`config.mk`:
```
export PLATFORM = sky130hd
export DESIGN_NAME = fp_add_normalize
export DESIGN_NICKNAME = d
export VERILOG_FILES = /design/src/rtl/fp_add_normalize_pkg.sv /design/src/rtl/fp_add_normalize_mant_addsub.sv /design/src/rtl/fp_add_normalize.sv
export SDC_FILE = /design/constraint.sdc
export NUM_CORES = 1
export LEC_CHECK = 0
export CAP_MARGIN = 0
export CORE_UTILIZATION = 62
export CTS_CLUSTER_SIZE = 14
export DETAILED_ROUTE_END_ITERATION = 10
export PLACE_DENSITY = 0.86
export SETUP_SLACK_MARGIN = 0.4
export SLEW_MARGIN = 5
export SYNTH_ARGS = -nofsm -noshare
export SYNTH_HDL_FRONTEND = slang
export SYNTH_HIERARCHICAL = 1
export SYNTH_SLANG_ARGS = --single-unit
```
`constraint.sdc`:
```
create_clock -name clk -period 9.9 [get_ports clk]
set_input_delay 2.475 -clock clk [delete_from_list [all_inputs] [get_ports clk]]
set_output_delay 2.475 -clock clk [all_outputs]
set_load 0.01 [all_outputs]
```
`src/rtl/fp_add_normalize_pkg.sv`:
```
// Shared constants and FSM state type for the bfloat16 add/normalize stage.
package fp_add_normalize_pkg;

    localparam int EW = 8;  // exponent width
    localparam int MW = 7;  // stored mantissa width (datapath is MW+1 with hidden bit)

    // All-ones exponent: infinity when produced by a carry-out increment
    localparam logic [EW-1:0] EXP_INF = '1;

    typedef enum logic [1:0] {
        IDLE = 2'd0,
        ADD  = 2'd1,
        NORM = 2'd2,
        DONE = 2'd3
    } state_t;

endpackage

```
`src/rtl/fp_add_normalize_mant_addsub.sv`:
```
// Combinational mantissa add / magnitude-subtract with operand swap.
// Same signs add with carry-out; opposite signs subtract the smaller magnitude
// from the larger and take the sign of the larger.
module fp_add_normalize_mant_addsub
    import fp_add_normalize_pkg::*;
(
    input  logic [MW:0] a,
    input  logic [MW:0] b,
    input  logic        a_sign,
    input  logic        b_sign,
    output logic        carry,
    output logic [MW:0] sum,
    output logic        sign,
    output logic        zero
);

    logic          eff_sub;
    logic          a_ge_b;
    logic [MW+1:0] add_full;
    logic [MW:0]   diff;

    // Adder, comparator and swap mux feeding the result select
    always_comb begin
        eff_sub  = a_sign ^ b_sign;
        a_ge_b   = (a >= b);
        add_full = {1'b0, a} + {1'b0, b};
        diff     = a_ge_b ? (a - b) : (b - a);

        if (eff_sub) begin
            carry = 1'b0;
            sum   = diff;
            sign  = a_ge_b ? a_sign : b_sign;
        end else begin
            carry = add_full[MW+1];
            sum   = add_full[MW:0];
            sign  = a_sign;
        end

        zero = !carry && (sum == '0);
    end

endmodule

```
`src/rtl/fp_add_normalize.sv`:
```
// bfloat16 adder back end: mantissa add/subtract, iterative left-shift
// normalization with exponent tracking, and valid/ready result handoff.
module fp_add_normalize
    import fp_add_normalize_pkg::*;
(
    input  logic             clk,
    input  logic             rst,
    input  logic             in_valid,
    output logic             in_ready,
    input  logic             Ps,
    input  logic             Qs,
    input  logic [EW-1:0]    Pe,
    input  logic [MW:0]      Pm,
    input  logic [MW:0]      Qm,
    output logic             out_valid,
    input  logic             out_ready,
    output logic [EW+MW:0]   result
);

    state_t        state;

    // Captured operands
    logic          ps_r;
    logic          qs_r;
    logic [EW-1:0] pe_r;
    logic [MW:0]   pm_r;
    logic [MW:0]   qm_r;

    // Working sign / exponent / mantissa
    logic          sign_r;
    logic [EW-1:0] e_r;
    logic [MW:0]   m_r;

    // Add/subtract unit outputs
    logic          as_carry;
    logic [MW:0]   as_sum;
    logic          as_sign;
    logic          as_zero;

    // ADD-state next values
    logic          add_sign;
    logic [EW-1:0] add_e;
    logic [MW:0]   add_m;
    logic [EW-1:0] e_inc;
    state_t        add_next;

    // NORM-state next values
    logic          norm_sign;
    logic [EW-1:0] norm_e;
    logic [MW:0]   norm_m;
    state_t        norm_next;

    fp_add_normalize_mant_addsub u_addsub (
        .a      (pm_r),
        .b      (qm_r),
        .a_sign (ps_r),
        .b_sign (qs_r),
        .carry  (as_carry),
        .sum    (as_sum),
        .sign   (as_sign),
        .zero   (as_zero)
    );

    // ADD step: carry renormalization, overflow to infinity, exact zero
    always_comb begin
        e_inc    = pe_r + EW'(1);
        add_sign = as_sign;
        add_e    = pe_r;
        add_m    = as_sum;
        add_next = NORM;

        if (as_carry) begin
            add_m = {1'b1, as_sum[MW:1]};
            add_e = e_inc;
        end

        if (as_carry && (e_inc == EXP_INF)) begin
            add_m    = '0;
            add_next = DONE;
        end else if (as_zero) begin
            add_sign = 1'b0;
            add_e    = '0;
            add_m    = '0;
            add_next = DONE;
        end else if (add_m[MW]) begin
            add_next = DONE;
        end
    end

    // NORM step: one left shift per cycle, flush to signed zero at the exponent floor.
    // Exit looks ahead at the bit being shifted into the hidden position so the
    // final shift lands directly in DONE (keeps worst-case latency at MW+2).
    always_comb begin
        norm_sign = sign_r;
        norm_e    = e_r;
        norm_m    = m_r;
        norm_next = NORM;

        if (m_r[MW]) begin
            norm_next = DONE;
        end else if (e_r > EW'(1)) begin
            norm_m = {m_r[MW-1:0], 1'b0};
            norm_e = e_r - EW'(1);
            if (m_r[MW-1]) begin
                norm_next = DONE;
            end
        end else begin
            norm_e    = '0;
            norm_m    = '0;
            norm_next = DONE;
        end
    end

    // Control FSM with registered handshake outputs and result
    always_ff @(posedge clk or posedge rst) begin
        if (rst) begin
            state     <= IDLE;
            in_ready  <= 1'b1;
            out_valid <= 1'b0;
            result    <= '0;
            ps_r      <= 1'b0;
            qs_r      <= 1'b0;
            pe_r      <= '0;
            pm_r      <= '0;
            qm_r      <= '0;
            sign_r    <= 1'b0;
            e_r       <= '0;
            m_r       <= '0;
        end else begin
            case (state)
                IDLE: begin
                    if (in_valid && in_ready) begin
                        ps_r     <= Ps;
                        qs_r     <= Qs;
                        pe_r     <= Pe;
                        pm_r     <= Pm;
                        qm_r     <= Qm;
                        in_ready <= 1'b0;
                        state    <= ADD;
                    end
                end
                ADD: begin
                    sign_r <= add_sign;
                    e_r    <= add_e;
                    m_r    <= add_m;
                    state  <= add_next;
                    if (add_next == DONE) begin
                        out_valid <= 1'b1;
                        result    <= {add_sign, add_e, add_m[MW-1:0]};
                    end
                end
                NORM: begin
                    sign_r <= norm_sign;
                    e_r    <= norm_e;
                    m_r    <= norm_m;
                    state  <= norm_next;
                    if (norm_next == DONE) begin
                        out_valid <= 1'b1;
                        result    <= {norm_sign, norm_e, norm_m[MW-1:0]};
                    end
                end
                DONE: begin
                    if (out_ready) begin
                        out_valid <= 1'b0;
                        in_ready  <= 1'b1;
                        state     <= IDLE;
                    end
                end
                default: begin
                    state <= IDLE;
                end
            endcase
        end
    end

endmodule

```
==> results.md <==
* Seq/Total Area, Yosys at 34.0%
* Synth Flop Type: dfrtp_1
* Residual DRC at 0
* Net Count, Synth at 566
* Nature of the critical path endpoint: register
* Crit share post-route at 46.6%
* Fill cell count at 560
* Number of post-CTS setup repair buffers at 0
* Final Skew at 0.0143 ns
* Worst Path Required at 10.16 ns
* Clock buffer depth at 2
* Clk slew on worst S/H paths at 0.07 ns
* Setup TNS at 0 ns
* H-tree depth at 3
* Total Nets Final at 596
* DP HPWL at 7310 um
* Measured slew at the worst slew-check pin at 1.17 ns
* CP peak stage delay at 0.64 ns
* Max-cap violation count at 0
* Vias in the first global route at 3719
* Cells after Synth at 502
* # diodes at 0
* Ys async rst share at 100%
* First-pass GRT wire length at 17300 um
* Io pins at 48
* Gr usage total at 28.8%
* Synthesized cell area at 0.00464 sq mm
* CTS Hold Bufs at 0
* Min-Delay Path Depth at 1
* Crit path time final at 4.61 ns
* FP Rows at 31
* Detailed Route Iter0 Violations at 280
* Via/cell ratio at 6.15
* Worst path bufs/invs at 1
* Worst Hold Class: register to register
* Synthesized flop and latch total at 63
* Initial Utilization at 63.9%
* Layout cell share with drive strength beyond 1 at 14.3%
* Critical-path top delay cell: a221oi_4
* Total iterations of the first detailed-routing run at 5
* Core footprint at 0.00725 sq mm
* R2r worst-path depth at 14
* Area Overhead vs Synth at 14.6%
* Final Setup Violations at 0
* Vias at 3913
* Port bufs at 47
* EDFF count, synth at 0
* Netlist cell types at 68
* Headroom to the max-slew limit at 21.4%
* WL final at 10500 um
* CTS tree: yes
* Die width at 88.5 um
* Final hold vios at 0
* Peak Freq at 217 MHz
* Post-DRT Antenna Nets at 0
* Initial antenna violation count at 0
* Worst EP arrival at 4.87 ns
* RSZ-0062 raised after global routing: no
* GPL Wtd Cong at 0.891
* Status: completed
* Clock root cell: clkbuf_8
* Crit. path cell count at 14
* CTS buffer count at 9
* CTS resizes at 0
* Die Area at 0.00783 sq mm
* Overflow after GRT at 0
* Die Y at 88.5 um
* Max FO, Critical Path at 14
* Delay-heaviest family, CP: simple AND/OR/NAND/NOR gates
* Synth warn at 6
* WL per Instance at 16.5 um
* Avg Cell Area, Syn at 9.24 sq um
* Sink Count at 63
* Largest net degree at the start of global routing at 64
* Slew Limit Fails at 0
* CP cell instances: inv_1 -> ha_1 -> a21oi_1 -> o211ai_2 -> a221oi_4 -> nor4b_2 -> a2111oi_2 -> a2111o_1 -> nor4_2 -> nor3_1 -> nand2b_1 -> or2_2 -> or3_1 -> o221ai_1
* WS Path Type: register to register
* Clk_lat worst skew at 0.36 ns
* Startpoint types: register
per-layer routing:
| metal | global-route usage [%] | wire (um) |
|---|---|---|
| met1 | 36.1 | 4330 |
| met2 | 48.0 | 5200 |
| met3 | 5.69 | 721 |
| met4 | 13.3 | 247 |
| met5 | 0 | 0 |
kinds of logic (layout without fill, tap and decap cells):
| family | after synthesis | in the layout | share of synthesized area, % |
|---|---|---|---|
| AND/OR/NAND/NOR | 147 | 147 | 16.5 |
| AO/OA/AOI/OAI | 134 | 134 | 19.7 |
| buffers and inverters | 68 | 103 | 7.53 |
| flip-flops | 63 | 63 | 34.0 |
| multiplexers | 46 | 46 | 10.7 |
| adder cells (fa/ha/maj) | 34 | 34 | 9.66 |
| XOR/XNOR | 10 | 10 | 1.89 |
state kept, by name, summed over array words and instances (netlist names):
name,cells
pm_r,8
pe_r,8
state,2
qs_r,1
m_r,8
norm_sign,1
result,16
in_ready,1
ps_r,1
e_r,8
qm_r,8
out_valid,1
metrics by stage:
step	setup WS [ns]	hold slack, ns	cell area [sq um]	instances	utilization [%]
global placement	5.57	0.498	5050	620	69.7
global route	4.83	0.541	5320	636	73.3
detailed placement	5.42	0.504	5050	620	69.7
floorplan	5.86	0.470	4640	502	-
finish	5.29	0.524	5320	636	73.3
CTS	5.39	0.524	5310	636	73.2
Yosys cell counts, drive strengths merged (3+ instances only):
| library cell | number | area, sq um |
|---|---|---|
| a31oi | 17 | 113 |
| dfrtp | 62 | 1550 |
| xnor2 | 5 | 43.8 |
| ha | 31 | 388 |
| buf | 18 | 138 |
| a221o | 3 | 32.5 |
| nand4 | 6 | 43.8 |
| and3 | 4 | 25.0 |
| a21o | 11 | 85.1 |
| or3 | 7 | 45.1 |
| o31ai | 4 | 30.0 |
| nor2 | 50 | 188 |
| or2 | 3 | 18.8 |
| xor2 | 5 | 43.8 |
| nand2b | 3 | 18.8 |
| nand3 | 10 | 50.1 |
| o211ai | 4 | 35.0 |
| nor2b | 8 | 50.1 |
| fa | 3 | 60.1 |
| a21oi | 30 | 150 |
| o21ai | 28 | 144 |
| nand2 | 28 | 113 |
| o22ai | 7 | 43.8 |
| inv | 36 | 135 |
| mux2i | 16 | 160 |
| a211oi | 7 | 52.6 |
| nor3 | 11 | 60.1 |
| nor4 | 4 | 37.5 |
| clkbuf | 14 | 76.3 |
| a22oi | 9 | 72.6 |
| o211a | 4 | 40.0 |
| mux2 | 30 | 338 |
| nand3b | 5 | 37.5 |
cell type report:
class / instances / area [sq um] / share of cell area, %
clock buffer: 11 / 151 / 2.85
multi-input combinational: 371 / 2720 / 51.2
tap: 99 / 124 / 2.33
clock inverter: 5 / 104 / 1.95
sequential: 63 / 1580 / 29.7
timing repair buffer: 51 / 500 / 9.42
inverter: 36 / 135 / 2.54
path summary, 6_finish.rpt:
| path | slack (ns) | end | from |
|---|---|---|---|
| min | 0.52 | result[10]$_DFFE_PP0P_ | result[10]$_DFFE_PP0P_ |
| max reg2reg | 5.29 | result[1]$_DFFE_PP0P_ | pm_r[3]$_DFFE_PP0P_ |
| max in group asynchronous | 6.72 | result[2]$_DFFE_PP0P_ | rst |
| max | 5.29 | result[1]$_DFFE_PP0P_ | pm_r[3]$_DFFE_PP0P_ |
| min in group asynchronous | 2.67 | pm_r[7]$_DFFE_PP0P_ | rst |
| min reg2reg | 0.52 | result[10]$_DFFE_PP0P_ | result[10]$_DFFE_PP0P_ |
layout by cell type (no fill, tap or decap), types with 8 or more instances in the layout:
cell             count
o21ai_0             25
inv_1               35
nor2b_1              8
a22oi_1              8
nand3_1             10
nand2_1             25
a21oi_1             30
clkbuf_8            11
a21o_1               9
nor2_1              50
a31oi_1             16
mux2_2              30
mux2i_1             16
clkdlybuf4s50_1     47
dfrtp_1             62
ha_1                31
nor3_1               9
worst reg2reg max path, cell delays in order, from the launching register on:
cell and delay [ns]:
dfrtp_1 0.39, inv_1 0.07, ha_1 0.45, a21oi_1 0.26, o211ai_2 0.15, a221oi_4 0.64
nor4b_2 0.36, a2111oi_2 0.11, a2111o_1 0.32, nor4_2 0.43, nor3_1 0.16, nand2b_1 0.19
or2_2 0.30, or3_1 0.45, o221ai_1 0.23
Power is not shown: default switching activity piles up to over one toggle a cycle in this logic, so the estimate is an artifact.
